`config.mk`:
```
export PLATFORM = sky130hd
export DESIGN_NAME = sp_window_reader_flat
export DESIGN_NICKNAME = d
export VERILOG_FILES = /design/src/rtl/sp_window_reader_if.sv /design/src/rtl/sp_window_reader.sv /design/src/flat_wrapper.sv
export SDC_FILE = /design/constraint.sdc
export NUM_CORES = 1
export LEC_CHECK = 0
export ABC_AREA = 1
export ABC_CLOCK_PERIOD_IN_PS = 2160
export CELL_PAD_IN_SITES_DETAIL_PLACEMENT = 0
export CELL_PAD_IN_SITES_GLOBAL_PLACEMENT = 1
export CORE_ASPECT_RATIO = 1.4
export CORE_MARGIN = 2
export CORE_UTILIZATION = 35
export DETAILED_ROUTE_END_ITERATION = 16
export PLACE_DENSITY = 0.78
export SYNTH_ARGS = -nofsm -noshare
export SYNTH_HDL_FRONTEND = slang
export SYNTH_SLANG_ARGS = --single-unit
```
`constraint.sdc`:
```
create_clock -name clk -period 2.16 [get_ports clk]
set_clock_uncertainty 0.2 [all_clocks]
set_input_delay 0.432 -clock clk [delete_from_list [all_inputs] [get_ports clk]]
set_output_delay 0.432 -clock clk [all_outputs]
set_load 0.02 [all_outputs]
```
`src/rtl/sp_window_reader_if.sv`:
```
//------------------------------------------------------------------------------
// sp_window_reader_if
//
// Bundle of every non-clock, non-reset signal of sp_window_reader.
//
//   Command   : start, base_addr, win_len, stride, num_win
//   Scratchpad: sp_raddr (reader -> scratchpad), sp_dout (scratchpad -> reader,
//               combinational from sp_raddr)
//   Stream    : out_data, out_valid, out_last, out_end (reader -> consumer),
//               out_ready (consumer -> reader)
//   Status    : busy, done
//
// Modports:
//   master - the window reader itself (drives address, stream and status)
//   slave  - the surrounding controller / scratchpad / consumer
//------------------------------------------------------------------------------
interface sp_window_reader_if #(
   parameter int DATA_WIDTH = 16,
   parameter int ADDR_WIDTH = 4,
   parameter int CNT_WIDTH  = 8
);

   // command
   logic                  start;
   logic [ADDR_WIDTH-1:0] base_addr;
   logic [ADDR_WIDTH:0]   win_len;
   logic [ADDR_WIDTH-1:0] stride;
   logic [CNT_WIDTH-1:0]  num_win;

   // scratchpad read port
   logic [ADDR_WIDTH-1:0] sp_raddr;
   logic [DATA_WIDTH-1:0] sp_dout;

   // output stream
   logic [DATA_WIDTH-1:0] out_data;
   logic                  out_valid;
   logic                  out_ready;
   logic                  out_last;
   logic                  out_end;

   // status
   logic                  busy;
   logic                  done;

   modport master (
      input  start, base_addr, win_len, stride, num_win,
      output sp_raddr,
      input  sp_dout,
      output out_data, out_valid, out_last, out_end,
      input  out_ready,
      output busy, done
   );

   modport slave (
      output start, base_addr, win_len, stride, num_win,
      input  sp_raddr,
      output sp_dout,
      input  out_data, out_valid, out_last, out_end,
      output out_ready,
      input  busy, done
   );

endinterface

```
`src/rtl/sp_window_reader.sv`:
```
//------------------------------------------------------------------------------
// sp_window_reader
//
// Read-side sequencer for the register-type scratchpad. A single start pulse
// describes a sequence of num_win sliding windows, each win_len words long,
// starting at base_addr and advancing by stride between windows. The block
// walks the scratchpad addresses (wrapping modulo 2^ADDR_WIDTH), captures the
// combinational read data and streams it to the next PE stage.
//
// Ports:
//   clk       - clock, rising edge
//   rst       - asynchronous, active-low reset
//   bus       - sp_window_reader_if.master (command, scratchpad, stream, status)
//   dbg_state - current FSM state (0 IDLE, 1 RUN, 2 DRAIN, 3 FIN)
//
// Stream handshake: a word transfers on every rising edge where out_valid and
// out_ready are both high. Once out_valid is raised, out_data, out_last and
// out_end stay stable until that transfer happens; out_valid never depends
// combinationally on out_ready.
//------------------------------------------------------------------------------
module sp_window_reader #(
   parameter int DATA_WIDTH = 16,
   parameter int ADDR_WIDTH = 4,
   parameter int CNT_WIDTH  = 8
) (
   input  logic                clk,
   input  logic                rst,
   sp_window_reader_if.master  bus,
   output logic [1:0]          dbg_state
);

   typedef enum logic [1:0] {
      S_IDLE  = 2'd0,
      S_RUN   = 2'd1,
      S_DRAIN = 2'd2,
      S_FIN   = 2'd3
   } state_t;

   localparam logic [ADDR_WIDTH:0]  K_ONE = 1;
   localparam logic [CNT_WIDTH-1:0] W_ONE = 1;

   state_t state;
   state_t state_n;

   // latched command
   logic [ADDR_WIDTH:0]   len_r;
   logic [ADDR_WIDTH-1:0] stride_r;
   logic [CNT_WIDTH-1:0]  num_r;

   // walk position: window start address, offset in window, window index
   logic [ADDR_WIDTH-1:0] win_base;
   logic [ADDR_WIDTH:0]   k;
   logic [CNT_WIDTH-1:0]  w;

   // output registers
   logic [DATA_WIDTH-1:0] out_data_r;
   logic                  out_valid_r;
   logic                  out_last_r;
   logic                  out_end_r;

   // strobes from the FSM to the datapath
   logic load;
   logic issue;
   logic drain_clr;

   logic last_k;
   logic last_w;

   // k counts up to win_len-1 only, so equality is enough for "final word".
   assign last_k = (k == len_r - K_ONE);
   assign last_w = (w == num_r - W_ONE);

   //---------------------------------------------------------------------------
   // FSM state register
   //---------------------------------------------------------------------------
   always_ff @(posedge clk or negedge rst) begin
      if (!rst) begin
         state <= S_IDLE;
      end else begin
         state <= state_n;
      end
   end

   //---------------------------------------------------------------------------
   // FSM next state and datapath strobes
   //---------------------------------------------------------------------------
   always_comb begin
      state_n   = state;
      load      = 1'b0;
      issue     = 1'b0;
      drain_clr = 1'b0;

      case (state)
         S_IDLE: begin
            if (bus.start) begin
               load = 1'b1;
               // An empty command still passes through FIN so the
               // controller always sees exactly one done pulse.
               if ((bus.win_len == '0) || (bus.num_win == '0)) begin
                  state_n = S_FIN;
               end else begin
                  state_n = S_RUN;
               end
            end
         end

         S_RUN: begin
            // Refill the output register when it is empty or is being
            // consumed on this edge.
            if (!out_valid_r || bus.out_ready) begin
               issue = 1'b1;
               if (last_k && last_w) begin
                  state_n = S_DRAIN;
               end
            end
         end

         S_DRAIN: begin
            if (out_valid_r && bus.out_ready) begin
               drain_clr = 1'b1;
               state_n   = S_FIN;
            end else if (!out_valid_r) begin
               state_n = S_FIN;
            end
         end

         S_FIN: begin
            state_n = S_IDLE;
         end

         default: begin
            state_n = S_IDLE;
         end
      endcase
   end

   //---------------------------------------------------------------------------
   // Datapath: command latch, address walk, output register
   //---------------------------------------------------------------------------
   always_ff @(posedge clk or negedge rst) begin
      if (!rst) begin
         len_r       <= '0;
         stride_r    <= '0;
         num_r       <= '0;
         win_base    <= '0;
         k           <= '0;
         w           <= '0;
         out_data_r  <= '0;
         out_valid_r <= 1'b0;
         out_last_r  <= 1'b0;
         out_end_r   <= 1'b0;
      end else begin
         if (load) begin
            len_r    <= bus.win_len;
            stride_r <= bus.stride;
            num_r    <= bus.num_win;
            win_base <= bus.base_addr;
            k        <= '0;
            w        <= '0;
         end

         if (issue) begin
            out_data_r  <= bus.sp_dout;
            out_valid_r <= 1'b1;
            out_last_r  <= last_k;
            out_end_r   <= last_k && last_w;
            if (!last_k) begin
               k <= k + K_ONE;
            end else begin
               // Next window; the base address wraps naturally in
               // ADDR_WIDTH bits.
               k        <= '0;
               w        <= w + W_ONE;
               win_base <= win_base + stride_r;
            end
         end

         if (drain_clr) begin
            out_valid_r <= 1'b0;
            out_last_r  <= 1'b0;
            out_end_r   <= 1'b0;
         end
      end
   end

   //---------------------------------------------------------------------------
   // Outputs
   //---------------------------------------------------------------------------
   // k stays below 2^ADDR_WIDTH, so dropping its top bit loses nothing; the
   // sum wraps modulo the scratchpad depth. Registers only change outside
   // IDLE (or on the start that leaves IDLE), so the address holds in IDLE.
   assign bus.sp_raddr  = win_base + k[ADDR_WIDTH-1:0];

   assign bus.out_data  = out_data_r;
   assign bus.out_valid = out_valid_r;
   assign bus.out_last  = out_last_r;
   assign bus.out_end   = out_end_r;

   assign bus.busy      = (state != S_IDLE);
   assign bus.done      = (state == S_FIN);

   assign dbg_state     = state;

endmodule
```
`src/flat_wrapper.sv`:
```
// flat-port wrapper written by rule: the top's interface ports become plain ports
module sp_window_reader_flat 
#(
   parameter int DATA_WIDTH = 16,
   parameter int ADDR_WIDTH = 4,
   parameter int CNT_WIDTH  = 8
)
  (clk, rst, dbg_state, bus_start, bus_base_addr, bus_win_len, bus_stride, bus_num_win, bus_sp_raddr, bus_sp_dout, bus_out_data, bus_out_valid, bus_out_last, bus_out_end, bus_out_ready, bus_busy, bus_done);
  sp_window_reader_if #(.DATA_WIDTH(DATA_WIDTH), .ADDR_WIDTH(ADDR_WIDTH), .CNT_WIDTH(CNT_WIDTH)) bus_i ();
  input  logic clk;
  input  logic rst;
  output logic [1:0] dbg_state;
  input wire logic [$bits(bus_i.start)-1:0] bus_start;
  input wire logic [$bits(bus_i.base_addr)-1:0] bus_base_addr;
  input wire logic [$bits(bus_i.win_len)-1:0] bus_win_len;
  input wire logic [$bits(bus_i.stride)-1:0] bus_stride;
  input wire logic [$bits(bus_i.num_win)-1:0] bus_num_win;
  output wire logic [$bits(bus_i.sp_raddr)-1:0] bus_sp_raddr;
  input wire logic [$bits(bus_i.sp_dout)-1:0] bus_sp_dout;
  output wire logic [$bits(bus_i.out_data)-1:0] bus_out_data;
  output wire logic [$bits(bus_i.out_valid)-1:0] bus_out_valid;
  output wire logic [$bits(bus_i.out_last)-1:0] bus_out_last;
  output wire logic [$bits(bus_i.out_end)-1:0] bus_out_end;
  input wire logic [$bits(bus_i.out_ready)-1:0] bus_out_ready;
  output wire logic [$bits(bus_i.busy)-1:0] bus_busy;
  output wire logic [$bits(bus_i.done)-1:0] bus_done;
  assign bus_i.start = bus_start;
  assign bus_i.base_addr = bus_base_addr;
  assign bus_i.win_len = bus_win_len;
  assign bus_i.stride = bus_stride;
  assign bus_i.num_win = bus_num_win;
  assign bus_sp_raddr = bus_i.sp_raddr;
  assign bus_i.sp_dout = bus_sp_dout;
  assign bus_out_data = bus_i.out_data;
  assign bus_out_valid = bus_i.out_valid;
  assign bus_out_last = bus_i.out_last;
  assign bus_out_end = bus_i.out_end;
  assign bus_i.out_ready = bus_out_ready;
  assign bus_busy = bus_i.busy;
  assign bus_done = bus_i.done;
  sp_window_reader #(.DATA_WIDTH(DATA_WIDTH), .ADDR_WIDTH(ADDR_WIDTH), .CNT_WIDTH(CNT_WIDTH)) u_core (.clk(clk), .rst(rst), .bus(bus_i), .dbg_state(dbg_state));
endmodule
```
==> results.toml, run 1 <==
[cts]
clockRootBuffer = "clkbuf_16"
path_clk_slew_ps = 70
cts.sink_count = 55
cts_tree = "built"
clk_path_buf_depth = 2
cts_made_buffers = 5
htree_levels = 2
clkLatencyLatePin_ps = 300

[logic_synthesis]
yosys.area_share.simple_pct = 30.84
syn-cell-area_um2 = 3201
synth_xor_area_share_pct = 3.557
synth_mux_area_share_pct = 0.3127
syn_avg_cell_area_um2 = 7.392
synth_top_family_by_area = "simple AND/OR/NAND/NOR gates"
ys_warn_count = 0
ys_ff_latch = 55
synthCells = 433
synth_compound_area_share_pct = 7.076
synthAdderAreaFrac_pct = 7.115
synth_cell_type_count = 31
syn_nets = 491
synth_seq_area_share_pct = 43.00

[global_route]
grt_antenna_before_repair = 0
grt_pass1_vias = 2949
track_usage_pct = 16.93
grt_pass1_wl_um = 13340
overflow = 0
grt_start_max_net_pins = 26

[critical_path]
cp_max_fo = 2
end_kind = "output port"
cp.arrival_ps = 1580
reg2reg_slack_ps = 110
criticalPathCategory = "reg2out"
worst_r2r_path_depth = 14
cp_slowest_stage_delay_ps = 520
path_cells = "ha_2 -> inv_2 -> fa_2 -> inv_2 -> buf_6"
cpMostUsedCell = "inv_2"
cpMaxStageDelayCell = "fa_2"
required_ps = 1530
startpoint_type = "register"

[power_and_ir_drop]
ir_drop_mv = 0.5993
switchingPower_w = 0.002753
seq_power_share_pct = 27.6
sw_frac_of_total_pct = 43.74
total_power_w = 0.006295
combPwrFrac_pct = 58.9
p_int_w = 0.003542
pwr-share-clk_pct = 13.4
p_leak_nw = 2.215
power_density_nw_per_um2 = 1407

[drt]
routed_via_density = 4.682
avgRoutedWirePerCell_um = 12.82
ant_nets = 0
drc = 0
drt-pass1-iter-count = 4
drt-initial-drc-count = 88
via_count = 2992
wirelength_um = 8192

[floorplan]
core_area_um2 = 8977
start_util_pct = 35.65
die_area_um2 = 9936
die_w_um = 84.82
pin_count = 68
num_rows = 41
die_h_um = 117.1

[timing]
finalSetupViolCount = 2
worstMarginPinSlew_ps = 508.1
holdWs_ps = 279.2
setup_slack_ps = -48.53
rsz0062_at_grt = "true"
finalMaxSlewViolations = 0
tns_ps = -54.41
final.period_utilization_pct = 102.2
period_needed_ps = 2209
slew_headroom_pct = 66.13
max_clock_freq_ghz = 0.4528
hold_viol_final = 0

[final_layout]
drive_above_1_share_pct = 15.41
nNetsFinal = 589
final_common_cell = "nand2_1"
areaGrowthSynthToFinish_pct = 39.80
antenna_cells = 0
layout.cells.non_filler = 639
final_cell_mix = "158 x nand2_1, 60 x clkdlybuf4s50_1, 55 x dfrtp_1"

[min_path]
hold_path_class = "reg2reg"
worstHoldPathCells = 2

[place]
gp_congestion = 0.7959
dp_hpwl_um = 6299
dp_cells = 627
portBuffers = 67

[status]
status = "finished, violations left"
violations = "setup timing"

[flow_run]
max-cap-violations = 0
## synthesized netlist by cell type (all sizes together)
cell type,instances,share of area (%)
a21oi,6,0.94
a31oi,2,0.39
and2,1,0.20
buf,6,1.3
clkbuf,4,0.47
clkinv,1,0.12
dfrtp,55,43
fa,2,1.3
ha,15,5.9
inv,53,6.2
mux2i,1,0.31
nand2,165,20
nand3,29,4.5
nand3b,1,0.23
nand4,4,0.78
nor2,33,4.1
nor3,3,0.47
nor4,2,0.39
o211ai,1,0.23
o21ai,29,4.5
o22ai,5,0.98
or2,2,0.39
xnor2,9,2.5
xor2,4,1.1
## power by group through the flow
| stage | logic, W | clock network [W] | registers, W |
|---|---|---|---|
| finish | 0.00371 | 0.000846 | 0.00174 |
| global route | 0.00414 | 0.000903 | 0.00179 |
| CTS | 0.00352 | 0.000874 | 0.00174 |
| detailed placement | 0.00354 | 0 | 0.00174 |
| global placement | 0.00348 | 0 | 0.00172 |
| floorplan | 0.00192 | 0 | 0.00194 |
## cells by family after synthesis
family | count (synthesis)
AOI/OAI and AO/OA | 43
xor gates and xnor gates | 13
adders and majority gates | 17
buffers and inverters | 64
DFF | 55
muxes | 1
and+or+nand+nor | 240
## per-stage QoR
stage	area [um2]	setup WS, ps	util (%)
after detailed placement	4169	-210.0	46.44
after floorplan	3201	107.1	-
after CTS	4340	-68.14	48.35
final	4474	-48.53	49.84
after global placement	4169	-174.6	46.44
after global routing	4474	-99.21	49.84
## per-layer routing
layer	global-route usage [%]	vias up	part of all wire [%]
met5	0	-	0
met4	6.032	0	1.7
met3	3.156	10	3.2
met2	31.71	52	51
met1	19.21	1382	44
li1	-	1548	-
## critical path: cells and delay by family (launching register included)
| family | cells | cell delay, ps |
|---|---|---|
| DFF | 1 | 370 |
| buffers and inverters | 3 | 200 |
| adders and majority gates | 2 | 720 |
## sequential cells by signal (all words and copies together), names as in the netlist
signal	flops
u_core.k	5
u_core.bus.out_end	1
u_core.num_r	8
u_core.dbg_state	2
u_core.bus.out_data	16
u_core.len_r	5
u_core.win_base	4
u_core.w	8
u_core.bus.out_valid	1
u_core.stride_r	4
u_core.bus.out_last	1
## layout make-up
| cell class | instances | area (um2) |
|---|---|---|
| Fill cell | 871 | 4503 |
| Multi-Input combinational cell | 314 | 1678 |
| Sequential cell | 55 | 1376 |
| Timing Repair Buffer | 101 | 924.6 |
| Inverter | 54 | 210.2 |
| Clock buffer | 7 | 142.6 |
| Tap cell | 107 | 133.9 |
| Clock inverter | 1 | 8.758 |
## worst paths after layout
kind	from	endpoint
max reg2reg	u_core.len_r[0]	u_core.w[6]
min	u_core.bus.out_data[14]	u_core.bus.out_data[14]
min reg2reg	u_core.bus.out_data[14]	u_core.bus.out_data[14]
min in group asynchronous	rst	u_core.bus.out_data[6]
max	u_core.win_base[0]	bus_sp_raddr[1]
max in group asynchronous	rst	u_core.len_r[2]
## repair_timing
item,4_1_cts,5_1_grt
gates resized for setup,22,33
endpoints found under the hold margin,19,0
hold buffers,1,0
pin swaps,1,10
buffers inserted,1,2
endpoints found under the setup margin,6,22
No activity file was read; power rests on OpenSTA's default activity.
==> run 2, diff against run 1 <==
HOLD_SLACK_MARGIN = 0.15   (was not set)
==> results of run 2 <==
Final layout, timing and power as in run 1 (identical DEF).
==> run 3, diff against run 2 <==
PLACE_DENSITY = not set   (was 0.78)
PLACE_DENSITY_LB_ADDON = 0.1   (was not set)
==> results.toml, run 3 (synthesis results as in run 1) <==
[cts]
clk_path_buf_depth = 2
clockRootBuffer = "clkbuf_16"
htree_levels = 2
cts_made_buffers = 5
clkLatencyLatePin_ps = 300
cts.sink_count = 55
path_clk_slew_ps = 70
cts_tree = "built"

[drt]
via_count = 3012
avgRoutedWirePerCell_um = 13.19
drc = 0
routed_via_density = 4.706
drt-pass1-iter-count = 4
wirelength_um = 8443
ant_nets = 0
drt-initial-drc-count = 84

[final_layout]
final_common_cell = "nand2_1"
seq_area_um2 = 1376
final_cell_mix = "157 x nand2_1, 60 x clkdlybuf4s50_1, 55 x dfrtp_1"
nFillCells = 910
largest_register_ffs = 16
multiInputGateArea_um2 = 1660
nNetsFinal = 590
final_util_pct = 49.94
antenna_cells = 0
drive_above_1_share_pct = 15.38
areaGrowthSynthToFinish_pct = 40.07

[critical_path]
reg2reg_from = "u_core.len_r[0]"
worstSetupStartpoint = "u_core.k[0]"
crit_buf_inv = 3
reg2reg_slack_ps = 90
critical-path-top-delay-family = "adder cells"
required_ps = 1530
cpMaxStageDelayCell = "fa_2"
end_kind = "output port"
r2r-end = "u_core.w[5]"
criticalPathCategory = "reg2out"
cpMostUsedCell = "inv_2"
path_cells = "ha_2 -> inv_2 -> fa_2 -> inv_2 -> buf_6"
cp_slowest_stage_delay_ps = 520
cp_max_fo = 2
worst_r2r_path_depth = 14
cp.arrival_ps = 1580
startpoint_type = "register"

[global_route]
grt_antenna_before_repair = 0
grt_pass1_wl_um = 14050
grt_pass1_vias = 3027
overflow = 0
grt_start_max_net_pins = 26
track_usage_pct = 18.01

[power_and_ir_drop]
p_leak_nw = 2.240
ir_drop_mv = 0.7626
power_density_nw_per_um2 = 1409

[floorplan]
core_area_um2 = 8977
pin_count = 68
die_w_um = 84.82
num_rows = 41
die_h_um = 117.1
die_area_um2 = 9936
start_util_pct = 35.65

[min_path]
hold_path_class = "reg2reg"
worstHoldPathCells = 2
min_from = "u_core.bus.out_data[13]"
hold_end = "u_core.bus.out_data[13]"

[timing]
finalMaxSlewViolations = 0
worstMarginPinSlew_ps = 452.8
finalSetupViolCount = 1
max_clock_freq_ghz = 0.4531
slew_headroom_pct = 69.53
setup_slack_ps = -47.17
hold_viol_final = 0
period_needed_ps = 2207
final.period_utilization_pct = 102.2
rsz0062_at_grt = "true"
holdWs_ps = 283.9

[place]
gp_congestion = 0.8228
dp_hpwl_um = 6615
place_ws_ps = -205.0
portBuffers = 67

[status]
violations = "setup timing"
status = "finished, violations left"

[flow_run]
max-cap-violations = 0
run 3: changes by cell type in the layout (fill, tap and decap cells not counted), sizes merged:
cell  before  now
buf       37   38
run 3: layer usage:
layer	wire, um	vias to the layer above	GRT usage, %
met1	3324	1398	18.48
met4	110	0	5.291
met2	4718	57	36.64
met5	0	-	0
met3	290	8	3.296
li1	-	1549	-
run 3: layout make-up:
cell class | count | share of cell area (%)
Clock buffer | 7 | 3.182
Multi-Input combinational cell | 314 | 37.04
Timing Repair Buffer | 102 | 21.32
Sequential cell | 55 | 30.70
Tap cell | 107 | 2.986
Clock inverter | 1 | 0.1954
Inverter | 54 | 4.577
run 3: worst max-delay path by stage:
| stage | cells past startpoint | end | slack, ps |
|---|---|---|---|
| 2_1_floorplan | 4 | bus_sp_raddr[2] | 110 |
| 5_1_grt | 5 | bus_sp_raddr[1] | -90 |
| 6_report | 5 | bus_sp_raddr[1] | -50 |
| 3_3_place_gp | 5 | bus_sp_raddr[1] | -150 |
| 3_5_place_dp | 5 | bus_sp_raddr[1] | -210 |
| 4_1_cts | 5 | bus_sp_raddr[2] | -70 |
run 3: worst min-delay path: cells and delay by family, from the launching register on:
kind | cells | cell delay (ps)
DFF | 1 | 350
and+or+nand+nor | 2 | 100
run 3: stage by stage:
step	total power [W]	std cells	area, um2	setup TNS (ps)
2_1_floorplan	0.003858	433	3201	0
3_3_place_gp	0.005284	629	4209	-395.3
3_5_place_dp	0.005330	629	4209	-531.7
4_1_cts	0.006147	638	4369	-111.1
5_1_grt	0.006933	640	4483	-309.5
6_report	0.006317	640	4483	-47.17
run 3: power by group:
| group | switching [W] | internal, W |
|---|---|---|
| clock network | 0.000373 | 0.000465 |
| registers | 0.000304 | 0.00143 |
| logic | 0.00205 | 0.00169 |
run 3: repair_timing:
action,CTS,global route
hold buffers,1,0
pin swaps,0,13
setup buffers,0,2
setup endpoints to repair,6,18
gates resized for setup,20,30
hold endpoints to repair,14,0
